===== config.mk =====
export PLATFORM = sky130hd
export DESIGN_NAME = trig_counter
export DESIGN_NICKNAME = d
export VERILOG_FILES = /design/src/rtl/trig_counter_pkg.sv /design/src/rtl/tick_prescaler.sv /design/src/rtl/trig_counter.sv
export SDC_FILE = /design/constraint.sdc
export NUM_CORES = 1
export LEC_CHECK = 0
export CORE_MARGIN = 4
export CORE_UTILIZATION = 57
export CTS_BUF_LIST = sky130_fd_sc_hd__clkbuf_2 sky130_fd_sc_hd__clkbuf_4 sky130_fd_sc_hd__clkbuf_8
export CTS_CLUSTER_DIAMETER = 150
export DETAILED_ROUTE_END_ITERATION = 10
export DONT_BUFFER_PORTS = 1
export PLACE_DENSITY = 0.74
export SLEW_MARGIN = 15
export SYNTH_ARGS = -nofsm -noshare
export SYNTH_HDL_FRONTEND = slang
export SYNTH_SLANG_ARGS = --single-unit

===== constraint.sdc =====
create_clock -name sys_clk -period 3.2 [get_ports sys_clk]
set_clock_uncertainty 0.15 [all_clocks]
set_input_delay 0.48 -clock sys_clk [delete_from_list [all_inputs] [get_ports sys_clk]]
set_output_delay 0.48 -clock sys_clk [all_outputs]
set_load 0.01 [all_outputs]

===== src/rtl/trig_counter_pkg.sv =====
// trig_counter_pkg: trigger bit indices and auto-mode FSM encoding shared by the counter.
`default_nettype none

package trig_counter_pkg;

    localparam int TRIG_CLR  = 0;
    localparam int TRIG_UP   = 1;
    localparam int TRIG_DOWN = 2;
    localparam int TRIG_LOAD = 3;
    localparam int TRIG_SNAP = 4;

    typedef enum logic [0:0] {
        ST_IDLE = 1'b0,
        ST_RUN  = 1'b1
    } state_t;

endpackage

`default_nettype wire


===== src/rtl/tick_prescaler.sv =====
// tick_prescaler: counts 0..period while enabled and pulses tick on reaching period.
`default_nettype none

module tick_prescaler #(
    parameter int PRE_W = 16
) (
    input  logic             sys_clk,
    input  logic             reset,
    input  logic             en,
    input  logic [PRE_W-1:0] period,
    output logic             tick
);

    logic [PRE_W-1:0] cnt;

    assign tick = en && (cnt == period);

    // Dropping en for a cycle is how the parent restarts the prescaler from 0.
    always_ff @(posedge sys_clk or posedge reset) begin
        if (reset) begin
            cnt <= '0;
        end else if (!en || tick) begin
            cnt <= '0;
        end else begin
            cnt <= cnt + PRE_W'(1);
        end
    end

endmodule

`default_nettype wire


===== src/rtl/trig_counter.sv =====
// trig_counter: trigger-driven up/down counter with prescaled auto mode, limit pulses and snapshot.
`default_nettype none

module trig_counter
    import trig_counter_pkg::*;
#(
    parameter int WIDTH    = 32,
    parameter int SATURATE = 0,
    parameter int PRE_W    = 16
) (
    input  logic             sys_clk,
    input  logic             reset,
    input  logic [4:0]       trig,
    input  logic [WIDTH-1:0] load_value,
    input  logic             auto_en,
    input  logic             auto_dir,
    input  logic [PRE_W-1:0] prescale,
    output logic [WIDTH-1:0] count,
    output logic [15:0]      snap_lo,
    output logic [15:0]      snap_hi,
    output logic             tc_up,
    output logic             tc_down,
    output logic             running
);

    localparam logic [WIDTH-1:0] MAX_VAL = {WIDTH{1'b1}};

    state_t           state;
    state_t           state_nxt;
    logic             tick;
    logic             pre_en;
    logic [WIDTH-1:0] count_nxt;
    logic             tc_up_nxt;
    logic             tc_down_nxt;
    logic             step_up;
    logic             step_down;

    wire do_clr  = trig[TRIG_CLR];
    wire do_load = trig[TRIG_LOAD];
    wire do_up   = trig[TRIG_UP];
    wire do_down = trig[TRIG_DOWN];
    wire do_snap = trig[TRIG_SNAP];

    // clr/load restart the prescaler by withholding enable for that cycle.
    assign pre_en = auto_en && !do_clr && !do_load;

    tick_prescaler #(
        .PRE_W (PRE_W)
    ) u_prescaler (
        .sys_clk (sys_clk),
        .reset   (reset),
        .en      (pre_en),
        .period  (prescale),
        .tick    (tick)
    );

    always_ff @(posedge sys_clk or posedge reset) begin
        if (reset) begin
            state <= ST_IDLE;
        end else begin
            state <= state_nxt;
        end
    end

    always_comb begin
        state_nxt = state;
        case (state)
            ST_IDLE: if (auto_en)  state_nxt = ST_RUN;
            ST_RUN:  if (!auto_en) state_nxt = ST_IDLE;
            default: state_nxt = ST_IDLE;
        endcase
    end

    assign running = (state == ST_RUN);

    // Any manual trigger, even the cancelling up+down pair, pre-empts the auto tick.
    always_comb begin
        count_nxt   = count;
        tc_up_nxt   = 1'b0;
        tc_down_nxt = 1'b0;
        step_up     = 1'b0;
        step_down   = 1'b0;
        if (do_clr) begin
            count_nxt = '0;
        end else if (do_load) begin
            count_nxt = load_value;
        end else if (do_up || do_down) begin
            step_up   = do_up && !do_down;
            step_down = do_down && !do_up;
        end else if (tick) begin
            step_up   = !auto_dir;
            step_down = auto_dir;
        end

        if (step_up) begin
            if (count == MAX_VAL) begin
                tc_up_nxt = 1'b1;
                count_nxt = (SATURATE != 0) ? MAX_VAL : '0;
            end else begin
                count_nxt = count + WIDTH'(1);
            end
        end else if (step_down) begin
            if (count == '0) begin
                tc_down_nxt = 1'b1;
                count_nxt   = (SATURATE != 0) ? '0 : MAX_VAL;
            end else begin
                count_nxt = count - WIDTH'(1);
            end
        end
    end

    always_ff @(posedge sys_clk or posedge reset) begin
        if (reset) begin
            count   <= '0;
            tc_up   <= 1'b0;
            tc_down <= 1'b0;
            snap_lo <= '0;
            snap_hi <= '0;
        end else begin
            count   <= count_nxt;
            tc_up   <= tc_up_nxt;
            tc_down <= tc_down_nxt;
            if (do_snap) begin
                snap_lo <= count[15:0];
                snap_hi <= 16'(count[WIDTH-1:16]);
            end
        end
    end

endmodule

`default_nettype wire

== Yosys cells after proc, flatten, opt, wreduce, memory -nomap -nowiden ==
Index checks and enable logic that the tools add are counted.
Word-level totals
  register bits after elaboration: 83
  latch bits: 0
  memory bits (writable): 0
  ROM bits: 0
  bits of input ports: 57
  output and inout bits: 67
  word-level logic and storage cells: 48
  memories: 0
Operators by class
  $add $sub $neg: 3
  multiply operators: 0
  divide/modulo/power cells: 0
  order comparisons: 0
  equal/unequal tests: 2
  shift-type cells: 0
  muxes and demuxes: 21
  bitwise gates (word level): 0
  reductions and logical operators: 15
Operators with widths (count)
  $mux 32: 6
  $add 32x1->32 const B: 1
  $eq 32x32->1 const B: 1
  $logic_not 32->1: 1
  $sub 32x1->32 const B: 1
  $add 16x1->16 const B: 1
  $eq 16x16->1: 1
  $mux 16: 1
  $mux 1: 14
  $logic_not 1->1: 6
  $logic_and 1x1->1: 5
  $reduce_bool 4->1: 1
  $logic_or 1x1->1: 2

== Depth between registers and ports, before layout ==
  depth after elaboration: 10
  gate-level depth with buffers: 10
  gate-level depth less buffers: 9

== Hierarchy ==
From an unflattened synthesis, not the netlist that was laid out.
Unflattened totals
  cell total of the unflattened synthesis: 611
  area, all modules: 5584.1 um^2
Modules (own cells, without submodules)
  trig_counter: times used 1, cells each 511, area an instance 4596.9 um^2, sequential area each 1676.6 um^2
  tick_prescaler: times used 1, cells each 100, area an instance 987.2 um^2, sequential area each 400.4 um^2

== Least setup slack after synthesis ==
OpenSTA, ideal clock, no wires.
  kind: register -> register
  start point: register count[18]
  end point: register count[27]
  library setup time: 0.081 ns
  arrival: 2.488 ns
  required time: 2.969 ns
  slack: 0.481 ns
  cell stages (with the launch flop): 9
  buffers on the path: 2
  clock period less this slack: 2.719 ns
  cell sequence: dfrtp_1 > buf_6 > or4_4 > or4_4 > buf_6 > nor4_4 > nor2_2 > a221o_1 > o211ai_2
On the way
  word-level cells in the longest chain between the ends: 4
  elaborated cells on any way between the ends: 8
  those cells by class: 2 x add/sub; 1 x eq/ne; 4 x mux; 1 x reduce/logical
Ends and longest elaborated chain
  start: declaration: line trig_counter.sv:18  | output logic [WIDTH-1:0] count,
  start signal: assignment: line trig_counter.sv:120  | count <= count_nxt;
  $sub 32x1->32 / $logic_not 32->1 (equally long branches): line trig_counter.sv:107, trig_counter.sv:103
  $mux 32: line trig_counter.sv:103  | if (count == '0) begin
  $mux 32: line trig_counter.sv:102  | end else if (step_down) begin
  $mux 32 (*): line trig_counter.sv:95  | if (step_up) begin
Mark *: on every way between the ends. The rest lies on a longest branch, timed or not.
A chain may end at the register's enable or synchronous reset.

== Final worst setup path ==
  start point: register count[10]
  end point: register count[28]
The elaborated chain is that of the path after synthesis.

==> impl_metrics.env <==
export IMPL_cp_slowest_cell="nor4_1"
export IMPL_clkTransAtPathRegs_ps=90
export IMPL_cts_num_sinks=83
export IMPL_grt_use_total=0.264
export IMPL_reg2reg_setup_slack_ps=270
export IMPL_arrival_ps=3030
export IMPL_worstSkewPairLatency_ps=360
export IMPL_area_growth_pct=6.85
export IMPL_p_per_area_mw_per_mm2=454
export IMPL_layout_nets=646
export IMPL_setup_slack_ps=275
export IMPL_seq_area_frac_synth=0.390
export IMPL_htreeDepth=3
export IMPL_syn_avg_cell_area_um2=9.00
export IMPL_drt_wirelength_per_cell_um=20.8
export IMPL_post_cts_resized=0
export IMPL_ys_async_sr_fraction=1.00
export IMPL_critPathCapture="count[28]$_DFFE_PP0P_"
export IMPL_grt_pass1_vias=4594
export IMPL_drtPass1Iterations=5
export IMPL_fp_dieH_um=105
export IMPL_ys_warn_count=0
export IMPL_hp_class="primary input to flip-flop"
export IMPL_antenna_left=0
export IMPL_maxCapViolations=0
export IMPL_synthAdderAreaFrac=0.00941
export IMPL_grt_max_degree=54
export IMPL_worst_slew_pin_slew_ps=667
export IMPL_setup_viol=0
export IMPL_ir_drop_mv=0.229
export IMPL_wirelength_um=14500
export IMPL_met3_usage=0.0697
export IMPL_rsz0062_at_grt="no"
export IMPL_synth_edf_count=0
export IMPL_postCtsSetupRepairBufs=0
export IMPL_yosysTopAreaCell="dfrtp_1"
export IMPL_fmax_mhz=342
export IMPL_vias=4648
export IMPL_p_leak_uw=0.00239
export IMPL_grt_overflow=0
export IMPL_antenna_found_initial=0
export IMPL_regToRegEndpoint="count[28]$_DFFE_PP0P_"
export IMPL_reg2reg_from="count[10]$_DFFE_PP0P_"
export IMPL_rows=34
export IMPL_synth_net_count=652
export IMPL_synthCells=591
export IMPL_cts_tree="built"
export IMPL_end_kind="flip-flop"
export IMPL_die_area_mm2=0.0109
export IMPL_met1_usage=0.338
export IMPL_routed_via_density=6.66
export IMPL_cts_hold_buf=2
export IMPL_diodes=0
export IMPL_met2_usage=0.433
export IMPL_status="finished clean"
export IMPL_die_width_um=105
export IMPL_core_area_mm2=0.00889
export IMPL_period_needed_ps=2930
export IMPL_startpoint="count[10]$_DFFE_PP0P_"
export IMPL_start_util=0.598
export IMPL_ys_seq_elements=83
export IMPL_crit_chain="nor4_1 > nand4_1 > nor3_2 > nand2_1 > xor2_1 > a221o_1 > o311ai_1"
export IMPL_dp_hpwl_um=10400
export IMPL_synth_compound_area_frac=0.140
export IMPL_slowest_delay_ps=630
export IMPL_ios=124
export IMPL_hold_viol=0
export IMPL_finalMaxSlewViolations=0
export IMPL_critPathKind="flip-flop to flip-flop"
export IMPL_cts_root_buffer="clkbuf_8"
export IMPL_cp_required_ps=3310
export IMPL_finalSetupTns_ps=0
export IMPL_portBuffers=0
export IMPL_cts_buffer_depth=2
export IMPL_muxShareOfSynthArea=0.0677
export IMPL_busiest_layer="met2"
export IMPL_post_place_ws_ps=338
export IMPL_cts_made_buffers=9
export IMPL_maxSlewHeadroom=0.554
export IMPL_fin_area_mm2=0.00568
export IMPL_post_route_period_util=0.914
export IMPL_synth_area_mm2=0.00532
export IMPL_yosys_area_top_type_share=0.390
export IMPL_drive_gt1_frac=0.153
export IMPL_first_iter_violations=460
export IMPL_synth_xor_area_frac=0.107
export IMPL_gp_congestion=0.947
export IMPL_place_area_mm2=0.00548
export IMPL_grt_pass1_wl_um=23700
export IMPL_path_max_fanout=11
export IMPL_ys_types=59
export IMPL_synth_top_family_by_area="simple AND/OR/NAND/NOR gates"
export IMPL_drc=0
export IMPL_cp_start_kind="flip-flop"
export IMPL_ys_flop_type="dfrtp_1"
export IMPL_synth_area_leaders="dfrtp_1 39%, mux2_2 6.8%, xor2_1 5.8%, xnor2_1 4.9%, nand3_1 3.5%"
export IMPL_rr_worst_depth=7
export IMPL_synth_simple_area_share=0.230
critical path: cells and delay by family, from the launching register on:
family	cells	cell delay [ps]
compound gates	2	400
xor+xnor	1	160
flops	1	520
simple gates	4	1600
power breakdown:
part           switching (µW)  leakage (µW)  internal, µW
combinational             329       0.00119           258
sequential                143       0.00111          1140
clock                     400     0.0000929           315
total                     872       0.00239          1710
worst min-delay path by stage:
| stage | from | end | slack (ps) | cells after the start |
|---|---|---|---|---|
| floorplan | u_prescaler.cnt[0]$_DFF_PP0_ | u_prescaler.cnt[0]$_DFF_PP0_ | 360 | 1 |
| detailed placement | reset | snap_hi[14]$_DFFE_PP0P_ | 270 | 1 |
| global route | trig[0] | count[23]$_DFFE_PP0P_ | 100 | 1 |
| CTS | load_value[7] | count[7]$_DFFE_PP0P_ | 90 | 2 |
| finish | load_value[7] | count[7]$_DFFE_PP0P_ | 90 | 2 |
| global placement | reset | snap_hi[14]$_DFFE_PP0P_ | 260 | 1 |
layer usage:
metal  vias up  wire, µm
met5         -         0
met4         0       501
met3        40      1390
met2       249      6800
met1      2263      5800
li1       2096         -
layout by cell type, fill, tap and decap left out, drive strengths merged, types with 8 or more instances in the layout:
master  synthesis  routed
buf            12      28
mux2           32      32
a21oi          31      31
nand3          37      37
clkbuf         35      11
nor4           18      18
nand4          15      15
nand2          37      37
o21ai          24      24
nor2           50      50
xor2           35      35
a22oi           8       8
or3             8       8
nor3           22      22
xnor2          30      30
inv            25      24
dfrtp          83      83
sequential cells by signal (all words and copies together), names as in the netlist:
signal / cells
snap_hi: 16
snap_lo: 16
running: 1
tc_up: 1
tc_down: 1
count: 32
u_prescaler.cnt: 16
cells in the mapped netlist (all sizes together) (3+ instances only):
library cell and number:
dfrtp 83, nor2 50, nand2 37, nand3 37, clkbuf 35, xor2 35, mux2 32, a21oi 31
xnor2 30, inv 25, o21ai 24, nor3 22, nor4 18, nand4 15, buf 12, a22oi 8
or3 8, a221oi 6, and2 6, and3 6, nor2b 6, o211ai 6, o221ai 6, a221o 5
ha 4, nand3b 4, o311ai 4, a211o 3, and4 3, nand2b 3
through the flow:
step,util,power (µW),hold WS (ps),cells
after global placement,0.616,1860,262,680
after detailed placement,0.616,1880,274,680
after CTS,0.639,2590,87.2,698
after floorplan,-,1740,360,591
after global routing,0.639,2710,97.2,698
final,0.639,2580,88.3,698
cells by family after synthesis:
kind of cell	after synthesis
adder cells (fa/ha/maj)	4
AO/OA/AOI/OAI	110
XOR/XNOR	65
buffers and inverters	72
AND/OR/NAND/NOR	225
multiplexers	32
flip-flops	83
final cells by class:
cell class | count | area (µm²)
repair buffers | 30 | 243
flip-flops and latches | 83 | 2080
multi-input cells | 436 | 2950
clock buffers | 11 | 145
well taps | 108 | 135
fillers | 742 | 3210
clock inverters | 5 | 38.8
inverters | 25 | 95.1
(Power assumes the default switching activity.)
